===== src/rtl/scope_pkg.sv =====
// Shared scope display constants and the pixel payload used across the display pipeline.
package scope_pkg;

    localparam int unsigned H_ACTIVE = 800;
    localparam int unsigned V_ACTIVE = 480;
    localparam int unsigned DATA_W   = 14;
    localparam int unsigned COORD_W  = 11;
    localparam int unsigned Y_SHIFT  = 5;
    localparam int unsigned GRID_X   = 100;
    localparam int unsigned GRID_Y   = 60;
    localparam int unsigned RGB_W    = 24;

    localparam logic [RGB_W-1:0] COL_TRACE = 24'hFFFF00;
    localparam logic [RGB_W-1:0] COL_AXIS  = 24'h808080;
    localparam logic [RGB_W-1:0] COL_GRID  = 24'h404040;
    localparam logic [RGB_W-1:0] COL_BG    = 24'h000000;

    typedef struct packed {
        logic [COORD_W-1:0] x;
        logic [COORD_W-1:0] y;
        logic               valid;
    } pix_t;

endpackage


===== src/rtl/graticule_gen.sv =====
// Division counters and grid/axis flags for the scan position; flags are registered one stage after pix.
module graticule_gen
    import scope_pkg::*;
(
    input  logic clock,
    input  logic reset,
    input  pix_t pix,
    output logic grid,
    output logic axis
);

    localparam int unsigned GX_W = 7;
    localparam int unsigned GY_W = 6;

    logic [GX_W-1:0]    gx_q;
    logic [GY_W-1:0]    gy_q;
    logic [COORD_W-1:0] last_y_q;
    logic [GX_W-1:0]    gx_c;
    logic [GY_W-1:0]    gy_c;

    // Division position of the current pixel; gx_q/gy_q hold the position expected next.
    always_comb begin
        gx_c = (pix.x == '0) ? '0 : gx_q;
        gy_c = gy_q;
        if (pix.y == '0) begin
            gy_c = '0;
        end else if (pix.y != last_y_q) begin
            gy_c = (gy_q == GY_W'(GRID_Y - 1)) ? '0 : gy_q + GY_W'(1);
        end
    end

    always_ff @(posedge clock) begin
        if (reset) begin
            gx_q     <= '0;
            gy_q     <= '0;
            last_y_q <= '0;
            grid     <= 1'b0;
            axis     <= 1'b0;
        end else begin
            if (pix.valid) begin
                gx_q     <= (gx_c == GX_W'(GRID_X - 1)) ? '0 : gx_c + GX_W'(1);
                gy_q     <= gy_c;
                last_y_q <= pix.y;
            end
            grid <= (gx_c == '0) || (gy_c == '0) ||
                    (pix.x == COORD_W'(H_ACTIVE - 1)) || (pix.y == COORD_W'(V_ACTIVE - 1));
            axis <= (pix.x == COORD_W'(H_ACTIVE / 2)) || (pix.y == COORD_W'(V_ACTIVE / 2));
        end
    end

endmodule


===== src/rtl/waveform_renderer.sv =====
// Renders the stored sample buffer as a joined trace over a graticule; fixed 4-clock pixel pipeline.
module waveform_renderer
    import scope_pkg::*;
(
    input  logic               clock,
    input  logic               reset,
    input  logic [COORD_W-1:0] pixel_x,
    input  logic [COORD_W-1:0] pixel_y,
    input  logic               pixel_valid,
    input  logic               frame_start,
    input  logic [COORD_W-1:0] y_offset,
    output logic [COORD_W-1:0] sample_x,
    input  logic [DATA_W-1:0]  sample_data,
    output logic [RGB_W-1:0]   rgb_out,
    output logic               rgb_valid
);

    localparam int unsigned RAW_W = DATA_W - Y_SHIFT;
    localparam int unsigned TY_W  = 12;
    localparam int unsigned ROW_W = 9;

    logic [COORD_W-1:0] off_q, off_eff;
    pix_t               s1_pix, s2_pix;
    logic [COORD_W-1:0] s1_off, s2_off;
    logic [ROW_W-1:0]   ty_prev_q;
    logic               ty_valid_q;
    logic               s3_valid, s3_on, s3_in;
    logic               grid_q, axis_q;

    logic [RAW_W-1:0]   raw;
    logic [TY_W-1:0]    ty_s;
    logic [ROW_W-1:0]   ty_c, prev_c, lo_c, hi_c;
    logic               on_c, in_c;
    logic [RGB_W-1:0]   rgb_c;
    logic               unused_lsb;

    assign unused_lsb = ^sample_data[Y_SHIFT-1:0];
    assign off_eff    = frame_start ? y_offset : off_q;
    assign sample_x   = s1_pix.x;

    // Trace row for the sample now returning, clamped to the screen, joined to the previous column.
    always_comb begin
        raw  = sample_data[DATA_W-1:Y_SHIFT];
        ty_s = TY_W'(V_ACTIVE - 1) - {3'b000, raw} + {s2_off[COORD_W-1], s2_off};
        if (ty_s[TY_W-1]) begin
            ty_c = '0;
        end else if (ty_s > TY_W'(V_ACTIVE - 1)) begin
            ty_c = ROW_W'(V_ACTIVE - 1);
        end else begin
            ty_c = ROW_W'(ty_s);
        end
        prev_c = (ty_valid_q && (s2_pix.x != '0)) ? ty_prev_q : ty_c;
        lo_c   = (prev_c < ty_c) ? prev_c : ty_c;
        hi_c   = (prev_c < ty_c) ? ty_c : prev_c;
        on_c   = (s2_pix.y >= COORD_W'(lo_c)) && (s2_pix.y <= COORD_W'(hi_c));
        in_c   = (s2_pix.x < COORD_W'(H_ACTIVE)) && (s2_pix.y < COORD_W'(V_ACTIVE));
    end

    always_comb begin
        rgb_c = COL_BG;
        if (s3_in) begin
            if (s3_on) begin
                rgb_c = COL_TRACE;
            end else if (axis_q) begin
                rgb_c = COL_AXIS;
            end else if (grid_q) begin
                rgb_c = COL_GRID;
            end
        end
    end

    graticule_gen u_graticule (
        .clock (clock),
        .reset (reset),
        .pix   (s2_pix),
        .grid  (grid_q),
        .axis  (axis_q)
    );

    always_ff @(posedge clock) begin
        if (reset) begin
            off_q      <= '0;
            s1_pix     <= '0;
            s1_off     <= '0;
            s2_pix     <= '0;
            s2_off     <= '0;
            ty_prev_q  <= '0;
            ty_valid_q <= 1'b0;
            s3_valid   <= 1'b0;
            s3_on      <= 1'b0;
            s3_in      <= 1'b0;
            rgb_out    <= '0;
            rgb_valid  <= 1'b0;
        end else begin
            off_q    <= off_eff;
            s1_pix   <= '{x: pixel_x, y: pixel_y, valid: pixel_valid};
            s1_off   <= off_eff;
            s2_pix   <= s1_pix;
            s2_off   <= s1_off;
            if (s2_pix.valid) begin
                ty_prev_q  <= ty_c;
                ty_valid_q <= 1'b1;
            end
            s3_valid  <= s2_pix.valid;
            s3_on     <= on_c;
            s3_in     <= in_c;
            rgb_out   <= rgb_c;
            rgb_valid <= s3_valid;
        end
    end

endmodule


===== config.mk =====
export PLATFORM = sky130hd
export DESIGN_NAME = waveform_renderer
export DESIGN_NICKNAME = d
export VERILOG_FILES = /design/src/rtl/scope_pkg.sv /design/src/rtl/graticule_gen.sv /design/src/rtl/waveform_renderer.sv
export SDC_FILE = /design/constraint.sdc
export NUM_CORES = 1
export LEC_CHECK = 0
export ABC_AREA = 1
export CAP_MARGIN = 30
export CORE_MARGIN = 1.5
export CORE_UTILIZATION = 50
export DETAILED_ROUTE_END_ITERATION = 6
export PLACE_DENSITY = 0.81
export SLEW_MARGIN = 25
export SYNTH_ARGS = -nofsm -noshare
export SYNTH_HDL_FRONTEND = slang
export SYNTH_SLANG_ARGS = --single-unit

===== constraint.sdc =====
create_clock -name clock -period 14.7 [get_ports clock]
set_input_delay 1.47 -clock clock [delete_from_list [all_inputs] [get_ports clock]]
set_output_delay 1.47 -clock clock [all_outputs]
set_load 0.05 [all_outputs]

Word-level counts from Yosys, hierarchy flattened --
Cells that the tools add are included.
Operators by class: add/sub/neg operators 4, order comparisons 6, equal/unequal tests 7, multiplexer cells 13, bitwise gates (word level) 1, reduce and logical (&&, ||, !) cells 15
Operators by type and width (count):
- two-way mux 24 bit | 2
- two-way mux 9 bit | 5
- two-way mux 23 bit | 1
- equality test 11 x 9 -> 1 bit, second input constant | 2
- logical NOT 11 bit | 2
- two-way mux 6 bit | 3
- two-way mux 7 bit | 2
- adder 10 x 11 -> 12 bit | 1
- greater-than comparator 12 x 9 -> 1 bit, second input constant | 1
- equality test 11 x 10 -> 1 bit, second input constant | 1
- equality test 11 x 8 -> 1 bit, second input constant | 1
- >= comparator 11 x 9 -> 1 bit | 1
- <= comparator 11 x 9 -> 1 bit | 1
- < comparator 11 x 10 -> 1 bit, second input constant | 1
- < comparator 11 x 9 -> 1 bit, second input constant | 1
- != test 11 bit | 1
- nonzero test 11 bit | 1
- subtractor 9 x 9 -> 10 bit, first input constant | 1
- < comparator 9 bit | 1
- adder 7 x 1 -> 7 bit, second input constant | 1
- equality test 7 bit, second input constant | 1
- logical NOT 7 bit | 1
- adder 6 x 1 -> 6 bit, second input constant | 1
- equality test 6 bit, second input constant | 1
- other kinds (7) | 12
Storage, ports and cells: flip-flop bits (word level) 132, input bits 51, output and inout bits 36, logic and storage cells 68

Depth between registers and ports, before layout --
depth after elaboration 10, mapped depth 38, depth with buffers taken out 37

By module --
Synthesis repeated with hierarchy kept, for this count alone.
Second synthesis, totals: cells, all modules 930, area total of the unflattened synthesis 6506.2 um^2
Modules (own cells, without submodules):
- waveform_renderer | instances 1, cells each 648, area an instance 4788.3 um^2, seq. area each 1741.7 um^2
- graticule_gen | instances 1, cells each 282, area an instance 1717.9 um^2, seq. area each 520.5 um^2

Worst setup path after synthesis --
OpenSTA, ideal clock, no wires.
kind input port to flip-flop, start point input sample_data[10], end point register s3_on, library setup time 0.065 ns, arrival time 5.785 ns, required time 14.635 ns, setup slack 8.849 ns, cell stages on the path 35, buffers on the path 1, path through ha_1 > and3_1 > ha_1 > nand2_1 > nor2_2 > nand4_1 > nor2_1 > nor2_1 > nand2_1 > nand2_2 > nor2_8 > nand3_1 > nand2_1 > nand2_1 > nand2_1 > inv_1 > ha_1 > nand2_1 > inv_1 > o21ai_1 > a21oi_1 > a2111oi_4 > clkbuf_1 > nand3_1 > nand2_1 > ha_1 > nand2_1 > o21ai_0 > a21boi_0 > o21ai_0 > a21oi_1 > o21bai_1 > a21oi_1 > nand2_1 > nor2_1
On the way: cells in the longest elaborated chain, start to end 10, elaborated cells on any way between the ends 12, classes of those cells 2 x add/sub; 4 x order compare; 5 x mux; 1 x reduce/logical
RTL lines:
- start, declared | line waveform_renderer.sv:13 | input logic [DATA_W-1:0] sample_data,
- subtractor 9 x 9 -> 10 bit * | line waveform_renderer.sv:44 | ty_s = TY_W'(V_ACTIVE - 1) - {3'b000, raw} + {s2_off[COORD_W-1], s2_off};
- adder 10 x 11 -> 12 bit * | line waveform_renderer.sv:44
- greater-than comparator 12 x 9 -> 1 bit | line waveform_renderer.sv:47 | end else if (ty_s > TY_W'(V_ACTIVE - 1)) begin
- two-way mux 9 bit | line waveform_renderer.sv:47
- two-way mux 9 bit * | line waveform_renderer.sv:45 | if (ty_s[TY_W-1]) begin
- two-way mux 9 bit | line waveform_renderer.sv:52 | prev_c = (ty_valid_q && (s2_pix.x != '0)) ? ty_prev_q : ty_c;
- < comparator 9 bit | line waveform_renderer.sv:53, waveform_renderer.sv:54
- two-way mux 9 bit (on tied branches) | line waveform_renderer.sv:53, waveform_renderer.sv:54
- >= comparator 11 x 9 -> 1 bit or <= comparator 11 x 9 -> 1 bit (tied branches) | line waveform_renderer.sv:55 | on_c = (s2_pix.y >= COORD_W'(lo_c)) && (s2_pix.y <= COORD_W'(hi_c));
- logical AND 1 bit * | line waveform_renderer.sv:55
- end signal, assigned | line waveform_renderer.sv:105 | s3_on <= on_c;
- end, declared | line waveform_renderer.sv:27 | logic s3_valid, s3_on, s3_in;
Every way passes the cells marked *; elsewhere a longest branch is shown, timed or not. A chain may end at the register's enable or synchronous reset.

Worst setup path in the final report --
Same ends and word-level chain as after synthesis.

==> results.sh <==
export IMPL_syn_instance_count=884
export IMPL_grt_pass1_vias=5291
export IMPL_drtIter0Drc=272
export IMPL_yosysWarnings=0
export IMPL_cts_buffer_depth=2
export IMPL_yosysUniqueCellTypes=44
export IMPL_internal_power_mw=0.710
export IMPL_drt_wl_total_um=13600
export IMPL_worstSkewPairLatency_ps=410
export IMPL_grtUsageTotal_pct=22.1
export IMPL_p_total_mw=1.04
export IMPL_p_comb_share_pct=26.0
export IMPL_ctsHtreeMaxLevel=4
export IMPL_leakage_nw=3.67
export IMPL_hold_viol=0
export IMPL_cts_tree="done"
export IMPL_slew_headroom_pct=54.9
export IMPL_cts_hold_buffers=0
export IMPL_rows=40
export IMPL_start_kind="primary input"
export IMPL_ys_seq_area_share_pct=36.4
export IMPL_grt_max_degree=71
export IMPL_maxSlewViolCount=0
export IMPL_path_delay_family="simple AND/OR/NAND/NOR gates"
export IMPL_dp_hpwl_um=9200
export IMPL_cp_buffers_inverters=4
export IMPL_antenna_found_initial=0
export IMPL_fmax_mhz=147
export IMPL_avgSynthCellArea_sq_um=7.03
export IMPL_powerDensity_nw_per_um2=138
export IMPL_wl_per_cell_um=12.2
export IMPL_dieArea_sq_um=13100
export IMPL_p_switching_mw=0.327
export IMPL_crit_slowest_cell="clkdlybuf4s50_1"
export IMPL_drt_pass1_iter_count=5
export IMPL_final_core_util_pct=62.4
export IMPL_nFillCells=1002
export IMPL_ir_worst_vdd_v=0.000102
export IMPL_globalRoute_totalOverflow=0
export IMPL_gp_congestion=0.878
export IMPL_crit_arrival_ps=7120
export IMPL_power_frac_seq_pct=31.9
export IMPL_dieWidth_um=115
export IMPL_drc_errors=0
export IMPL_cts_repair_resized=0
export IMPL_cap_violations=0
export IMPL_power_frac_clock_pct=42.1
export IMPL_port_buffers=75
export IMPL_grt_pass1_wl_um=23400
export IMPL_end_kind="register"
export IMPL_instances_no_fill=1113
export IMPL_layout_common_cells="178 x nand2_1, 145 x inv_1, 113 x dfxtp_1, 99 x nor2_1, 74 x clkdlybuf4s50_1"
export IMPL_dp_cells=1080
export IMPL_drive_above_1_share_pct=6.46
export IMPL_die_h_um=115
export IMPL_path_class="in -> reg"
export IMPL_synth_area_sq_um=6220
export IMPL_tns_ps=0
export IMPL_worstPathMaxFanout=18
export IMPL_ff2ff_setup_slack_ps=9300
export IMPL_fin_area_sq_um=7520
export IMPL_post_cts_buffers=0
export IMPL_final_nets=1026
export IMPL_via_count=5514
export IMPL_syn2layout_area_growth_pct=21.0
export IMPL_swShare_pct=31.6
export IMPL_via_per_inst=4.95
export IMPL_crit_required_ps=15030
export IMPL_max_stage_delay_ps=450
export IMPL_core_sq_um=12100
export IMPL_ys_ff_latch=113
export IMPL_start_util_pct=51.5
export IMPL_final_common_cell="nand2_1"
export IMPL_post_route_min_period_ps=6790
export IMPL_place_area_sq_um=6880
export IMPL_period_share_pct=46.2
export IMPL_ios=87
export IMPL_cts_reportedPaths_clkPinSlew_ps=60
export IMPL_cp_common_cell="nand2_1"
export IMPL_hold_class="reg -> reg"
export IMPL_setup_viol=0
export IMPL_cts_sinks=113
export IMPL_cts_root_buf="clkbuf_16"
export IMPL_worst_pin_slew_ps=677
export IMPL_status="finished, final reports clean"
export IMPL_skew_ps=6.59
export IMPL_diodes=0
export IMPL_cts_buffers=17
export IMPL_rsz0062_at_grt="no"
export IMPL_ant_nets=0
## synth_stat cells (all sizes together)
master	n	area share (%)
a2111oi	2	0.58
nand4	19	2.2
a31oi	1	0.10
nor2	101	6.4
o31ai	1	0.12
a211oi	1	0.12
nor3	9	0.72
o21bai	1	0.12
a21oi	62	5.0
clkbuf	21	1.3
o211ai	2	0.24
dfxtp	113	36
or2	11	1.1
nand3	63	5.4
or4	1	0.12
nand2	181	11
a21boi	1	0.12
fa	1	0.32
inv	147	8.9
and3	1	0.10
nor4	4	0.64
xnor2	9	1.3
o21ai	46	3.7
conb	1	0.060
ha	42	8.5
nand3b	1	0.12
a21o	1	0.12
buf	34	4.1
xor2	7	1.1
## per-stage QoR
step	hold WS, ps	setup WS [ps]
2_1_floorplan	388	8850
3_3_place_gp	392	7470
3_5_place_dp	396	7320
4_1_cts	404	7670
5_1_grt	411	7300
6_report	401	7910
## final timing paths
kind | to | from | depth (start not counted)
setup / recovery | s3_on | sample_data[10] | 37
hold / removal | s2_pix[9] | s1_pix[9] | 2
setup reg to reg | s3_on | s2_off[0] | 36
hold reg to reg | s2_pix[9] | s1_pix[9] | 2
## state kept, by name (all words and copies together) (netlist names), 5 cells and up
signal / cells
u_graticule.last_y_q: 11
s1_pix: 12
s2_pix: 23
rgb_out: 5
s1_off: 11
u_graticule.gx_q: 7
sample_x: 11
s2_off: 11
ty_prev_q: 9
u_graticule.gy_q: 6
## final cells by class
type	instances	area, sq um	share of cell area [%]
clock buffer	18	429	5.71
clock inverter	14	203	2.69
inverter	147	552	7.34
multi-input combinational	574	3090	41.1
sequential	113	2260	30.1
tap	168	210	2.79
timing repair buffer	79	776	10.3
## per-layer routing
layer	vias up	wire length, um	track usage (%)
met1	2473	6000	26.6
li1	2867	-	-
met2	149	6600	38.1
met3	25	700	4.82
met5	-	0	0
met4	0	267	9.33
## power by group through the flow
stage               Sequential (mW)  Combinational [mW]  Clock [mW]
floorplan                     0.336               0.208           0
global placement              0.336               0.254           0
detailed placement            0.337               0.262           0
CTS                           0.331               0.266       0.440
global route                  0.332               0.309       0.455
finish                        0.331               0.270       0.436
## logic make-up after synthesis
group / after synthesis / share of synthesized area (%)
AO/OA/AOI/OAI: 118 / 10.2
XOR/XNOR: 16 / 2.37
other: 1 / 0.0603
adder cells (fa/ha/maj): 43 / 8.77
buffers and inverters: 202 / 14.2
flip-flops: 113 / 36.4
AND/OR/NAND/NOR: 391 / 28.0
## tightest hold or removal path, cell delays in order (launching register included)
cell and delay (ps):
dfxtp_1 290, inv_1 40, nor2_1 30
Power figures use the tool's default switching activity.
==> edit 1 (same flow settings) <==
`RGB_W`: 24 -> 32.
--- a/src/rtl/scope_pkg.sv
+++ b/src/rtl/scope_pkg.sv
@@ -8,7 +8,7 @@
     localparam int unsigned Y_SHIFT  = 5;
     localparam int unsigned GRID_X   = 100;
     localparam int unsigned GRID_Y   = 60;
-    localparam int unsigned RGB_W    = 24;
+    localparam int unsigned RGB_W    = 32;
 
     localparam logic [RGB_W-1:0] COL_TRACE = 24'hFFFF00;
     localparam logic [RGB_W-1:0] COL_AXIS  = 24'h808080;
Ports: changed (resized rgb_out); port bits go from 87 to 95. No check against the original RTL was run, so the function may have changed too.
==> edit 1 against the unedited design <==
  * Sequential cell count unchanged
  * Wire length down 1.9%
  * Setup slack better by 0.16 ns
  * Combinational power fell by 2%
  * Non-clock buffer count fell by 1
  * Clock power fell by 9.4%
  * First-iteration DRC count grew 14%
  * Final area is 0.83% lower
  * Total power down 4.4%
  * Critical path type unchanged
  * Fmax is 2.4% higher
  * Critical path depth unchanged
  * Area after synthesis rose by 0.60%
  * Highest routed layer unchanged
  * Count of clock-buffer cells in the layout up 3
==> edit 1: results (changes against the unedited design) <==
DRC Markers 0 (unchanged); vias in the first global route 5209 (-1.5%); Final Skew 0.005867 ns (-0.0007241 ns); clk buf depth 2 (unchanged); dpl hpwl 9188 microns (-0.10%); Port Buffers 75 (unchanged); share of the yosys chip area belonging to registers 36.17% (-0.22 points); Crit Path Max Fanout 19 (+1); Yosys cell types 42 (-4.5%); 1st-iter DRT viols 310 (+14%); post-CTS resize count 0 (unchanged); nets 1033 (+0.68%); first-pass GRT wire length 22960 microns (-1.8%); top_reg_cell synth dfxtp_1; DR vias 5480 (-0.62%); clk slew on worst S/H paths 0.05 ns; Leak Pwr 0.003674 uW (about the same); Placer Congestion 0.8779 (about the same); FF-to-FF path depth 36 (unchanged); Hold Crit Start s1_pix[0]; Critical Path AT 6.96 ns (-0.16 ns); routed len/inst 11.89 microns (-2.5%); synth cell count leaders nand2_1 (174), inv_1 (148), dfxtp_1 (113), nor2_1 (101), a21oi_1 (61); top post-synthesis cells by area dfxtp_1 (36%), nand2_1 (10%), inv_1 (8.9%); sw power 315.6 uW (-3.5%); Placement Setup Slack 7.737 ns (+0.4205 ns); reg2reg setup slack 9.47 ns (+0.17 ns); Worst IR Drop VDD 0.00009784 V (-3.7%); ratio of cells with drive above 1 in the final layout 5.994% (-0.46 points); worst hold endpoint s2_pix[0]; Rel. slew slack 41.06% (-14 points); outcome completed; number of fill cells 1063 (+6.1%); GR Util All Layers 21.56% (-0.55 points)
==> edit 1: cell types whose count changed in the layout (fill, tap and decap cells not counted), sizes merged, moves of 2 or more <==
cell      before  now
clkbuf        18   21
conb           6   14
nor2         101  103
inv          152  148
clkinvlp       1    3
bufinv         4    2
nand2        181  179
==> edit 1: worst max-delay path by stage <==
stage               startpoint  endpoint  slack (ns)  cells after the start
3_5_place_dp   sample_data[10]     s3_on        7.74                     37
5_1_grt        sample_data[10]     s3_on        7.46                     37
3_3_place_gp   sample_data[10]     s3_on        7.85                     37
6_report       sample_data[10]     s3_on        8.07                     37
2_1_floorplan  sample_data[10]     s3_on        8.62                     31
4_1_cts        sample_data[10]     s3_on        8.12                     37
==> edit 1: area by class of cell <==
class	count	area (sq um)	share of cell area, %
clock buffer	21	460.4	6.172
inverter	148	555.5	7.447
sequential	113	2263	30.34
timing repair buffer	78	768.2	10.30
multi-input combinational	581	3090	41.43
clock inverter	10	111.4	1.493
tap	168	210.2	2.818
==> edit 1: cell families (layout without fill, tap and decap cells) <==
| logic type | count (synthesis) | in the layout | synth area share (%) |
|---|---|---|---|
| xor gates and xnor gates | 16 | 16 | 2.241 |
| buffers and inverters | 210 | 257 | 15.20 |
| other | 1 | 14 | 0.05995 |
| AOI/OAI and AO/OA | 118 | 118 | 10.02 |
| DFF | 113 | 113 | 36.17 |
| and+or+nand+nor | 390 | 390 | 27.59 |
| adders and majority gates | 43 | 43 | 8.722 |
==> edit 1: layer usage <==
layer,vias to the layer above,part of all wire [%],global-route usage [%]
met5,-,0,0
met4,0,2.0,8.724
met3,24,4.7,4.850
met2,144,46,35.08
met1,2452,47,27.78
li1,2860,-,-
==> edit 1: metrics by stage <==
stage                     hold slack (ns)  power [uW]  instances  instance area, sq um
final                              0.3951       991.8       1119                  7460
after detailed placement           0.3901       600.3       1088                  6888
after global routing               0.4143        1053       1119                  7460
after global placement             0.3826       593.0       1088                  6888
after CTS                          0.3979       994.8       1119                  7460
after floorplan                    0.3883       548.8        904                  6304
==> edit 1: worst max-delay path: cells and delay by family <==
| family | cells | cell delay [ns] |
|---|---|---|
| simple gates | 19 | 2.11 |
| compound gates | 10 | 1.34 |
| fa+ha+maj | 4 | 1.17 |
| buf+inv | 4 | 0.83 |
==> edit 1: power groups by stage <==
| stage | combinational [uW] | sequential [uW] | clock (uW) |
|---|---|---|---|
| floorplan | 213 | 336 | 0 |
| global placement | 255 | 338 | 0 |
| detailed placement | 262 | 338 | 0 |
| CTS | 264 | 332 | 398 |
| global route | 305 | 334 | 414 |
| finish | 265 | 333 | 395 |
==> edit 2 (same settings) <==
Without the edit above. Take the reset off `rgb_out` and load it in a clocked block of its own.
--- a/src/rtl/waveform_renderer.sv
+++ b/src/rtl/waveform_renderer.sv
@@ -89,7 +89,6 @@
             s3_valid   <= 1'b0;
             s3_on      <= 1'b0;
             s3_in      <= 1'b0;
-            rgb_out    <= '0;
             rgb_valid  <= 1'b0;
         end else begin
             off_q    <= off_eff;
@@ -104,10 +103,13 @@
             s3_valid  <= s2_pix.valid;
             s3_on     <= on_c;
             s3_in     <= in_c;
-            rgb_out   <= rgb_c;
             rgb_valid <= s3_valid;
         end
     end
 
+    always_ff @(posedge clock) begin
+        rgb_out <= rgb_c;
+    end
+
 endmodule
 
Behaviour: differs if reset is asserted again (counterexample within 4 cycles, from zero or initial values and one cycle with reset high); with reset held inactive, the same outputs for 4 cycles.
==> edit 2 against the unedited design <==
  * Sequential share of layout area is 0.66 points higher
  * Wire length down 6.1%
  * Area after synthesis is 0.89% lower
  * Hold slack got worse by 0.0021 ns
  * Total power shrank 5.1%
  * Sequential power about the same
  * Cell count fell by 3.1%
  * Sequential cell count unchanged
  * Setup slack better by 0.12 ns
  * Final area decreased by 2.1%
  * Count of clock-buffer cells in the layout did not move
==> edit 2: results (changes against the unedited design) <==
outcome completed; DR pass1 iterations 5 (unchanged); kind of cell adding the most delay to the critical path simple AND/OR/NAND/NOR gates; Via density 5.014 (+1.2%); Port Buffers 75 (unchanged); largest registers s2_pix (23), s1_pix (12); Placer Congestion 0.8847 (+0.75%); FF-to-FF path depth 34 (-5.6%); dpl hpwl 8797 microns (-4.4%); first-pass GRT wire length 21530 microns (-7.9%); CTS Buf Count 17 (unchanged); CTS root buffer clkbuf_16; M1 wire length 5885 microns (-2.0%); vias in the first global route 4837 (-8.6%); met3 routed WL 549 microns (-22%); largest net degree at the start of global routing 71 (unchanged); # H-tree levels 4 (unchanged); DP Area 0.006802 sq mm (-1.2%); Worst IR Drop VDD 0.00009475 V (-6.8%); synth cell count leaders nand2_1 (164), inv_1 (143), dfxtp_1 (113), nor2_1 (99), nand3_1 (62); Final Skew 0.009108 ns (+0.002517 ns); Critical Path AT 7.01 ns (-0.11 ns); 1st-iter DRT viols 247 (-9.2%); nets 1012 (-1.4%); top post-synthesis cells by area dfxtp_1 (37%), nand2_1 (10%), inv_1 (8.7%); hold buffers post-CTS 0 (unchanged); GR Util All Layers 20.66% (-1.4 points); Leak Pwr 0.003618 uW (-1.5%); Crit Path Max Fanout 19 (+1); routed wl met2 6062 microns (-8.1%); yosys warns 0 (unchanged); post-CTS resize count 0 (unchanged); ys async rst share 0% (unchanged); ratio of cells with drive above 1 in the final layout 6.660% (+0.20 points); Yosys cell types 47 (+6.8%); clk buf depth 2 (unchanged); Placement Setup Slack 7.733 ns (+0.4167 ns); Inserted Diodes 0 (unchanged); clk slew on worst S/H paths 0.05 ns; Rel. slew slack 43.89% (-11 points); slowest stage cell, crit path o221a_2; share of the yosys chip area belonging to registers 36.71% (+0.33 points); Detailed Route WL 12750 microns (-6.1%); number of fill cells 1014 (+1.2%); Worst Hold Class flip-flop to flip-flop; Max stage delay on crit path 0.53 ns (+0.08 ns)
-- edit 2: cell count changes after synthesis, moves of 3 or more --
cell,unedited run,this run
nand2_1,178,164
a21oi_1,62,56
nand3_1,59,62
xor2_1,6,9
-- edit 2: path summary, 6_finish.rpt --
path | start | end | slack, ns
max | sample_data[10] | s3_on | 8.03
min | s1_pix[0] | s2_pix[0] | 0.40
max reg2reg | s2_off[0] | s3_on | 9.31
min reg2reg | s1_pix[0] | s2_pix[0] | 0.40
-- edit 2: through the flow --
| stage | util, % | cells |
|---|---|---|
| global route | 61.28 | 1078 |
| global placement | 56.63 | 1046 |
| floorplan | - | 876 |
| detailed placement | 56.63 | 1046 |
| CTS | 61.28 | 1078 |
| finish | 61.28 | 1078 |
-- edit 2: cell families (layout without fill, tap and decap cells) --
| kind of cell | count (synthesis) | count (layout) | share of synthesized area [%] |
|---|---|---|---|
| AO/OA/AOI/OAI | 114 | 114 | 9.828 |
| XOR/XNOR | 18 | 18 | 2.680 |
| adder cells (fa/ha/maj) | 43 | 43 | 8.853 |
| buffers and inverters | 200 | 255 | 14.21 |
| flip-flops | 113 | 113 | 36.71 |
| other | 1 | 6 | 0.06086 |
| AND/OR/NAND/NOR | 382 | 382 | 27.66 |
-- edit 2: worst register-to-register path, delay by kind of cell (launching register included) --
| family | cells | cell delay [ns] |
|---|---|---|
| compound gates | 10 | 1.79 |
| fa+ha+maj | 4 | 1.23 |
| buf+inv | 1 | 0.05 |
| flops | 1 | 0.31 |
| simple gates | 19 | 1.93 |
-- edit 2: final cells by class --
class	instances	area share [%]
flip-flops and latches	113	30.73
multi-input cells	563	41.34
inverters	145	7.394
clock buffers	18	5.830
well taps	147	2.499
clock inverters	14	1.768
repair buffers	78	10.44
-- edit 2: power by group --
part           switching (uW)  total, uW  leakage, uW  internal (uW)
sequential               9.29        331     0.000930            322
combinational             169        268      0.00243           99.4
clock                     151        385     0.000261            234
total                     329        985      0.00362            656
-- edit 2: metal layers --
| layer | vias up | GRT usage (%) |
|---|---|---|
| met5 | - | 0 |
| met2 | 126 | 34.30 |
| li1 | 2819 | - |
| met3 | 21 | 4.304 |
| met1 | 2439 | 25.85 |
| met4 | 0 | 9.417 |
